[src/rtl/timer_sfr_ctrl.sv]
// SFR/control stage in front of the two timer cores: holds TMOD/TCON/THx/TLx,
// makes the machine-cycle tick, synchronises pins and turns core overflow into TF flags.
module timer_sfr_ctrl #(
  parameter int PRESCALE = 12,
  parameter int SYNC_STG = 2
) (
  input  logic       clk,
  input  logic       rst_n,
  input  logic [7:0] sfr_addr,
  input  logic       sfr_wr,
  input  logic [7:0] sfr_wdata,
  output logic [7:0] sfr_rdata,
  output logic       sfr_hit,
  input  logic       t0_pin,
  input  logic       t1_pin,
  input  logic       int0_n,
  input  logic       int1_n,
  output logic       t0_ts,
  output logic [2:0] t0_mode,
  output logic [7:0] t0_th,
  output logic [7:0] t0_tl,
  output logic       t0_cnt,
  input  logic [7:0] t0_th_nxt,
  input  logic [7:0] t0_tl_nxt,
  input  logic       t0_ovf,
  output logic       t1_ts,
  output logic [2:0] t1_mode,
  output logic [7:0] t1_th,
  output logic [7:0] t1_tl,
  output logic       t1_cnt,
  input  logic [7:0] t1_th_nxt,
  input  logic [7:0] t1_tl_nxt,
  input  logic       t1_ovf,
  input  logic       irq_ack0,
  input  logic       irq_ack1,
  output logic       tf0,
  output logic       tf1
);

  localparam int PW = (PRESCALE > 1) ? $clog2(PRESCALE) : 1;
  localparam logic [PW-1:0] PRE_LAST = PW'(PRESCALE - 1);

  localparam logic [7:0] ADDR_TCON = 8'h88;
  localparam logic [7:0] ADDR_TMOD = 8'h89;
  localparam logic [7:0] ADDR_TL0  = 8'h8A;
  localparam logic [7:0] ADDR_TL1  = 8'h8B;
  localparam logic [7:0] ADDR_TH0  = 8'h8C;
  localparam logic [7:0] ADDR_TH1  = 8'h8D;

  logic [PW-1:0]       pre_cnt;
  logic                tick;
  logic [SYNC_STG-1:0] t0_sync, t1_sync, int0_sync, int1_sync;
  logic [7:0]          tmod, tcon, th0, tl0, th1, tl1;
  logic [7:0]          tcon_nxt;
  logic                ovf_d0, ovf_d1;
  logic                run0, run1;
  logic                tf0_set, tf1_set;
  logic                wr_tcon, wr_tmod, wr_tl0, wr_tl1, wr_th0, wr_th1;

  // Free-running prescaler; never gated by TR so tick phase is independent of software.
  assign tick = (pre_cnt == PRE_LAST);

  always_ff @(posedge clk) begin
    if (!rst_n)    pre_cnt <= '0;
    else if (tick) pre_cnt <= '0;
    else           pre_cnt <= pre_cnt + PW'(1);
  end

  always_ff @(posedge clk) begin
    if (!rst_n) begin
      t0_sync   <= '0;
      t1_sync   <= '0;
      int0_sync <= '0;
      int1_sync <= '0;
    end else begin
      t0_sync   <= {t0_sync[SYNC_STG-2:0], t0_pin};
      t1_sync   <= {t1_sync[SYNC_STG-2:0], t1_pin};
      int0_sync <= {int0_sync[SYNC_STG-2:0], int0_n};
      int1_sync <= {int1_sync[SYNC_STG-2:0], int1_n};
    end
  end

  assign t0_cnt = t0_sync[SYNC_STG-1];
  assign t1_cnt = t1_sync[SYNC_STG-1];

  assign wr_tcon = sfr_wr && (sfr_addr == ADDR_TCON);
  assign wr_tmod = sfr_wr && (sfr_addr == ADDR_TMOD);
  assign wr_tl0  = sfr_wr && (sfr_addr == ADDR_TL0);
  assign wr_tl1  = sfr_wr && (sfr_addr == ADDR_TL1);
  assign wr_th0  = sfr_wr && (sfr_addr == ADDR_TH0);
  assign wr_th1  = sfr_wr && (sfr_addr == ADDR_TH1);

  assign run0 = tcon[4] & (~tmod[3] | int0_sync[SYNC_STG-1]);
  assign run1 = tcon[6] & (~tmod[7] | int1_sync[SYNC_STG-1]);

  // Counter mode enables the core every clk; the core itself looks for the falling edge.
  assign t0_ts = tmod[2] ? run0 : (run0 & tick);
  assign t1_ts = tmod[6] ? run1 : (run1 & tick);

  assign t0_mode = tmod[2:0];
  assign t1_mode = tmod[6:4];
  assign t0_th   = th0;
  assign t0_tl   = tl0;
  assign t1_th   = th1;
  assign t1_tl   = tl1;
  assign tf0     = tcon[5];
  assign tf1     = tcon[7];

  assign tf0_set = t0_ovf & ~ovf_d0 & tcon[4];
  assign tf1_set = t1_ovf & ~ovf_d1 & tcon[6];

  // TF priority: hardware set over acknowledge over software write.
  always_comb begin
    tcon_nxt = tcon;
    if (wr_tcon)  tcon_nxt = sfr_wdata;
    if (irq_ack0) tcon_nxt[5] = 1'b0;
    if (irq_ack1) tcon_nxt[7] = 1'b0;
    if (tf0_set)  tcon_nxt[5] = 1'b1;
    if (tf1_set)  tcon_nxt[7] = 1'b1;
  end

  always_ff @(posedge clk) begin
    if (!rst_n) begin
      tmod   <= '0;
      tcon   <= '0;
      th0    <= '0;
      tl0    <= '0;
      th1    <= '0;
      tl1    <= '0;
      ovf_d0 <= 1'b0;
      ovf_d1 <= 1'b0;
    end else begin
      tmod   <= wr_tmod ? sfr_wdata : tmod;
      tcon   <= tcon_nxt;
      th0    <= wr_th0 ? sfr_wdata : t0_th_nxt;
      tl0    <= wr_tl0 ? sfr_wdata : t0_tl_nxt;
      th1    <= wr_th1 ? sfr_wdata : t1_th_nxt;
      tl1    <= wr_tl1 ? sfr_wdata : t1_tl_nxt;
      ovf_d0 <= t0_ovf;
      ovf_d1 <= t1_ovf;
    end
  end

  always_comb begin
    sfr_rdata = 8'h00;
    sfr_hit   = 1'b1;
    case (sfr_addr)
      ADDR_TCON: sfr_rdata = tcon;
      ADDR_TMOD: sfr_rdata = tmod;
      ADDR_TL0:  sfr_rdata = tl0;
      ADDR_TL1:  sfr_rdata = tl1;
      ADDR_TH0:  sfr_rdata = th0;
      ADDR_TH1:  sfr_rdata = th1;
      default:   sfr_hit   = 1'b0;
    endcase
  end

endmodule
[config.mk]
export PLATFORM = sky130hd
export DESIGN_NAME = timer_sfr_ctrl
export DESIGN_NICKNAME = d
export VERILOG_FILES = /design/src/rtl/timer_sfr_ctrl.sv
export SDC_FILE = /design/constraint.sdc
export NUM_CORES = 1
export LEC_CHECK = 0
export CORE_UTILIZATION = 43
export DETAILED_ROUTE_END_ITERATION = 12
export PLACE_DENSITY = 0.79
export RECOVER_POWER = 25
export SYNTH_ARGS = -nofsm -noshare
export SYNTH_HDL_FRONTEND = slang
export SYNTH_SLANG_ARGS = --single-unit
[constraint.sdc]
create_clock -name clk -period 2.8 [get_ports clk]
set_input_delay 0.56 -clock clk [delete_from_list [all_inputs] [get_ports clk]]
set_output_delay 0.56 -clock clk [all_outputs]
set_load 0.005 [all_outputs]
---- Word level (Yosys, flattened, before mapping) ----
Cells that the tools add are included.
cells by class
  add/sub/neg operators ................... 1
  eq/ne operators ......................... 7
  multiplexer cells ....................... 13
  bitwise operators ....................... 15
  reductions and logical operators ........ 10
operators by type and width
  kind                                                           count
  8-bit == test, second input constant                           6
  8-bit one-hot mux with 6 select lines                          1
  8-bit 2-to-1 mux                                               5
  1-bit AND                                                      8
  1-bit 2-to-1 mux                                               7
  1-bit logical AND                                              6
  3-bit nonzero test                                             2
  6-bit OR reduction                                             1
  1-bit inverter                                                 5
  4-bit by 1-bit adder with 4-bit output, second input constant  1
  4-bit == test, second input constant                           1
  1-bit OR                                                       2
  2-bit OR reduction                                             1
word-level totals
  flip-flop bits (word level) ............. 62

---- Depth between registers and ports, before layout ----
  word-level depth ........................ 5
  mapped depth ............................ 5
  depth with buffers taken out ............ 4

---- Least setup slack after synthesis ----
Ideal clock, no wire load.
  path kind ............................... input-to-output
  start point ............................. input sfr_addr[5]
  end point ............................... output sfr_rdata[0]
  arrival ................................. 1951 ps
  setup slack ............................. 289 ps
  stages on the path ...................... 5
  path buffers ............................ 2
  cells stage by stage .................... or4b_1 -> buf_6 -> or3_1 -> clkbuf_1 -> o21ai_0
on the way
  word-level cells in the longest chain between the ends .. 2
  elaborated cells between the ends (all ways) .. 7
  classes of those cells .................. 6 x eq/ne; 1 x mux
ends and longest elaborated chain
  item                                     RTL line  text
  start: declaration                       9         input logic [7:0] sfr_addr,
  8-bit == test                            147       case (sfr_addr)
  8-bit one-hot mux with 6 select lines *  147
  end: declaration                         12        output logic [7:0] sfr_rdata,
Mark *: on every way between the ends. The rest lies on a longest branch, timed or not.

---- Worst setup path after layout ----
  start point ............................. input sfr_addr[4]
  end point ............................... output sfr_rdata[5]
Same word-level chain as after synthesis.

==> metrics.yaml <==
gp_congestion: 0.793
clk_pin_slew_ns: 0.07
worst_setup_path_start_kind: "primary input"
powerDensity_nw_per_um2: 481
stdcell_count: 490
hold_ws_ns: 0.435
synthArstFlopShare: 0
wl_per_cell_um: 16.8
dr_total_vias: 2616
dpl.hpwl_mm: 5.75
syn_nets: 337
htree_num_levels: 3
start_util: 0.446
finalPower_w: 0.00214
grt_overflow: 0
cp.arrival_ns: 2.16
synth_ff_type: "dfxtp_1"
coreArea_um2: 6310
synth_top_area_frac: 0.441
synth_edf_count: 0
avgSynthCellArea_um2: 10.2
status: "complete, but fails checks"
synth_seq_cells: 62
dp_cells: 465
areaGrowthSynthToFinish_pct: 57.7
critPathSlowestCell: "or4b_4"
ys_top_cells_by_count: "dfxtp_1 (62), nand2_1 (58), mux2i_1 (55)"
post-route-period-util: 0.971
clock_latency_ns: 0.35
clkSinkCount: 62
clockBufferDepth: 2
cts_buffers: 9
tns_ns: 0
worstMarginPinSlew_ns: 1.55
num-fill-cells: 482
rsz0062_at_grt: "no"
max_cap_violations: 1
slew_violations: 40
via_per_inst: 5.34
yosys.area.top_type: "dfxtp_1"
critPathBufInv: 2
antenna_found_initial: 0
cts_tree: "done"
ant_nets: 0
grt_max_degree: 40
setup-violations-final: 0
layout-drive-gt1-share: 0.172
grt_pass1_wl_mm: 13.2
cp_top_family: "simple AND/OR/NAND/NOR gates"
die_w_um: 82.9
crit_fanout: 5
synth_most_common_cell: "dfxtp_1"
synth_cells: 277
syn-cell-area_um2: 2810
relSlewSlack: -0.0353
fin_crit_ns: 2.72
cp.required_ns: 2.24
p_leak_nw: 1.80
worstPathCellList: "dlygate4sd2_1 -> or4b_4 -> or3_4 -> o21ai_0 -> dlygate4sd2_1"
dieArea_um2: 6870
synth.area.top_cells: "dfxtp_1 (44%), mux2i_1 (20%), nand2_1 (7.7%), mux4_2 (6.4%), nor3_4 (2.3%)"
ys_warn_count: 0
rows: 29
drt_iter0_markers: 145
rrSetupSlack_ns: 1.56
drt_wl_total_mm: 8.24
diodes: 0
crit_top_cell: "dlygate4sd2_1"
violations: "capacitance limit, slew limit"
clock_skew_ns: 0.00758
yosysSeqAreaShare: 0.441
track_usage: 0.248
root_buffer: "clkbuf_8"
end_kind: "primary output"
die_y_um: 82.9
hold_violations: 0
hold_buffers: 0
drc_errors: 0
max_freq_ghz: 0.368
crit_type: "in -> out"
ios: 112
grt_pass1_vias: 2801
portBuffers: 111
hold_path.class: "reg -> reg"
peakVddDrop_uv: 313
drt-pass1-iter-count: 4
ys_types: 32
cpPeakStageDelay_ns: 0.56
fin_nets: 468
## sequential cells by signal (all words and copies together) (netlist names)
signal     count
int0_sync      2
tcon           8
t0_th          8
t1_th          8
t1_tl          8
ovf_d1         1
t1_sync        2
t0_tl          8
pre_cnt        4
tmod           8
ovf_d0         1
t0_sync        2
int1_sync      2
## area by class of cell
type                       count  area [um^2]  share of cell area
multi-input combinational    192         1490               0.335
timing repair buffer         141         1370               0.309
sequential                    62         1240               0.280
clock buffer                  13          169              0.0381
tap                           77         96.3              0.0217
clock inverter                 3         65.1              0.0147
inverter                       2         7.51             0.00169
## worst reg2reg max path, delay by kind of cell, from the launching register on
kind / cells / cell delay [ns]
simple gates: 1 / 0.44
flops: 1 / 0.33
fa+ha+maj: 1 / 0.25
compound gates: 1 / 0.16
## kinds of logic after synthesis
family,synth area share
buffers and inverters,0.0431
muxes,0.260
and+or+nand+nor,0.213
DFF,0.441
AOI/OAI and AO/OA,0.0383
adders and majority gates,0.00445
## through the flow
step | cell area (um^2) | utilization | worst slack (ns)
6_report | 4440 | 0.703 | 0.0799
5_1_grt | 4440 | 0.703 | 0.0154
4_1_cts | 4370 | 0.692 | 0.0112
3_5_place_dp | 4120 | 0.653 | -0.602
3_3_place_gp | 4120 | 0.653 | -0.515
2_1_floorplan | 2810 | - | 0.289
## placed cells by master (no fill, tap or decap), drive strengths merged
cell type	netlist	final
o221a	2	2
and3b	1	1
mux2i	55	55
clkinv	0	1
mux4	8	8
nand3	10	10
nor2b	2	2
inv	2	2
nand2	58	58
dlygate4sd2	0	7
nand4b	2	2
and2	10	10
nor4	3	3
or3	3	4
nor3b	1	1
dlymetal6s2s	0	1
clkdlybuf4s15	0	2
buf	10	32
bufinv	0	2
clkbuf	12	16
or3b	2	2
clkdlybuf4s50	0	82
o21ai	12	12
ha	1	1
nor2	3	3
nor3	4	4
or4b	1	1
nand3b	6	6
dlygate4sd3	0	14
a21boi	2	2
a21oi	2	2
dfxtp	62	62
nand2b	1	1
and3	1	1
nor4b	1	1
## what timing repair did
item	4_1_cts	5_1_grt
gates resized for setup	37	3
endpoints found under the setup margin	9	4
gates cloned	1	1
buffers inserted	2	5
pin swaps	3	0
## power breakdown
part	total (W)	leakage [nW]	internal, W	switching [W]
Combinational	0.000283	1.17	0.000173	0.000109
Sequential	0.000936	0.511	0.000918	0.0000180
Clock	0.000917	0.120	0.000573	0.000343
## worst paths after layout
path / startpoint / end / cells past startpoint
worst max-delay path: sfr_addr[4] / sfr_rdata[5] / 5
worst min-delay path: t1_sync[0]$_SDFF_PN0_ / t1_sync[1]$_SDFF_PN0_ / 1
worst max register to register: pre_cnt[0]$_SDFF_PP0_ / pre_cnt[3]$_SDFF_PP0_ / 3
worst min register to register: t1_sync[0]$_SDFF_PN0_ / t1_sync[1]$_SDFF_PN0_ / 1
## per-layer routing
metal | GRT usage | wire (um)
met5 | 0 | 0
met4 | 0.144 | 286
met3 | 0.0636 | 442
met2 | 0.423 | 4080
met1 | 0.280 | 3430
No activity file was read; power rests on OpenSTA's default activity.
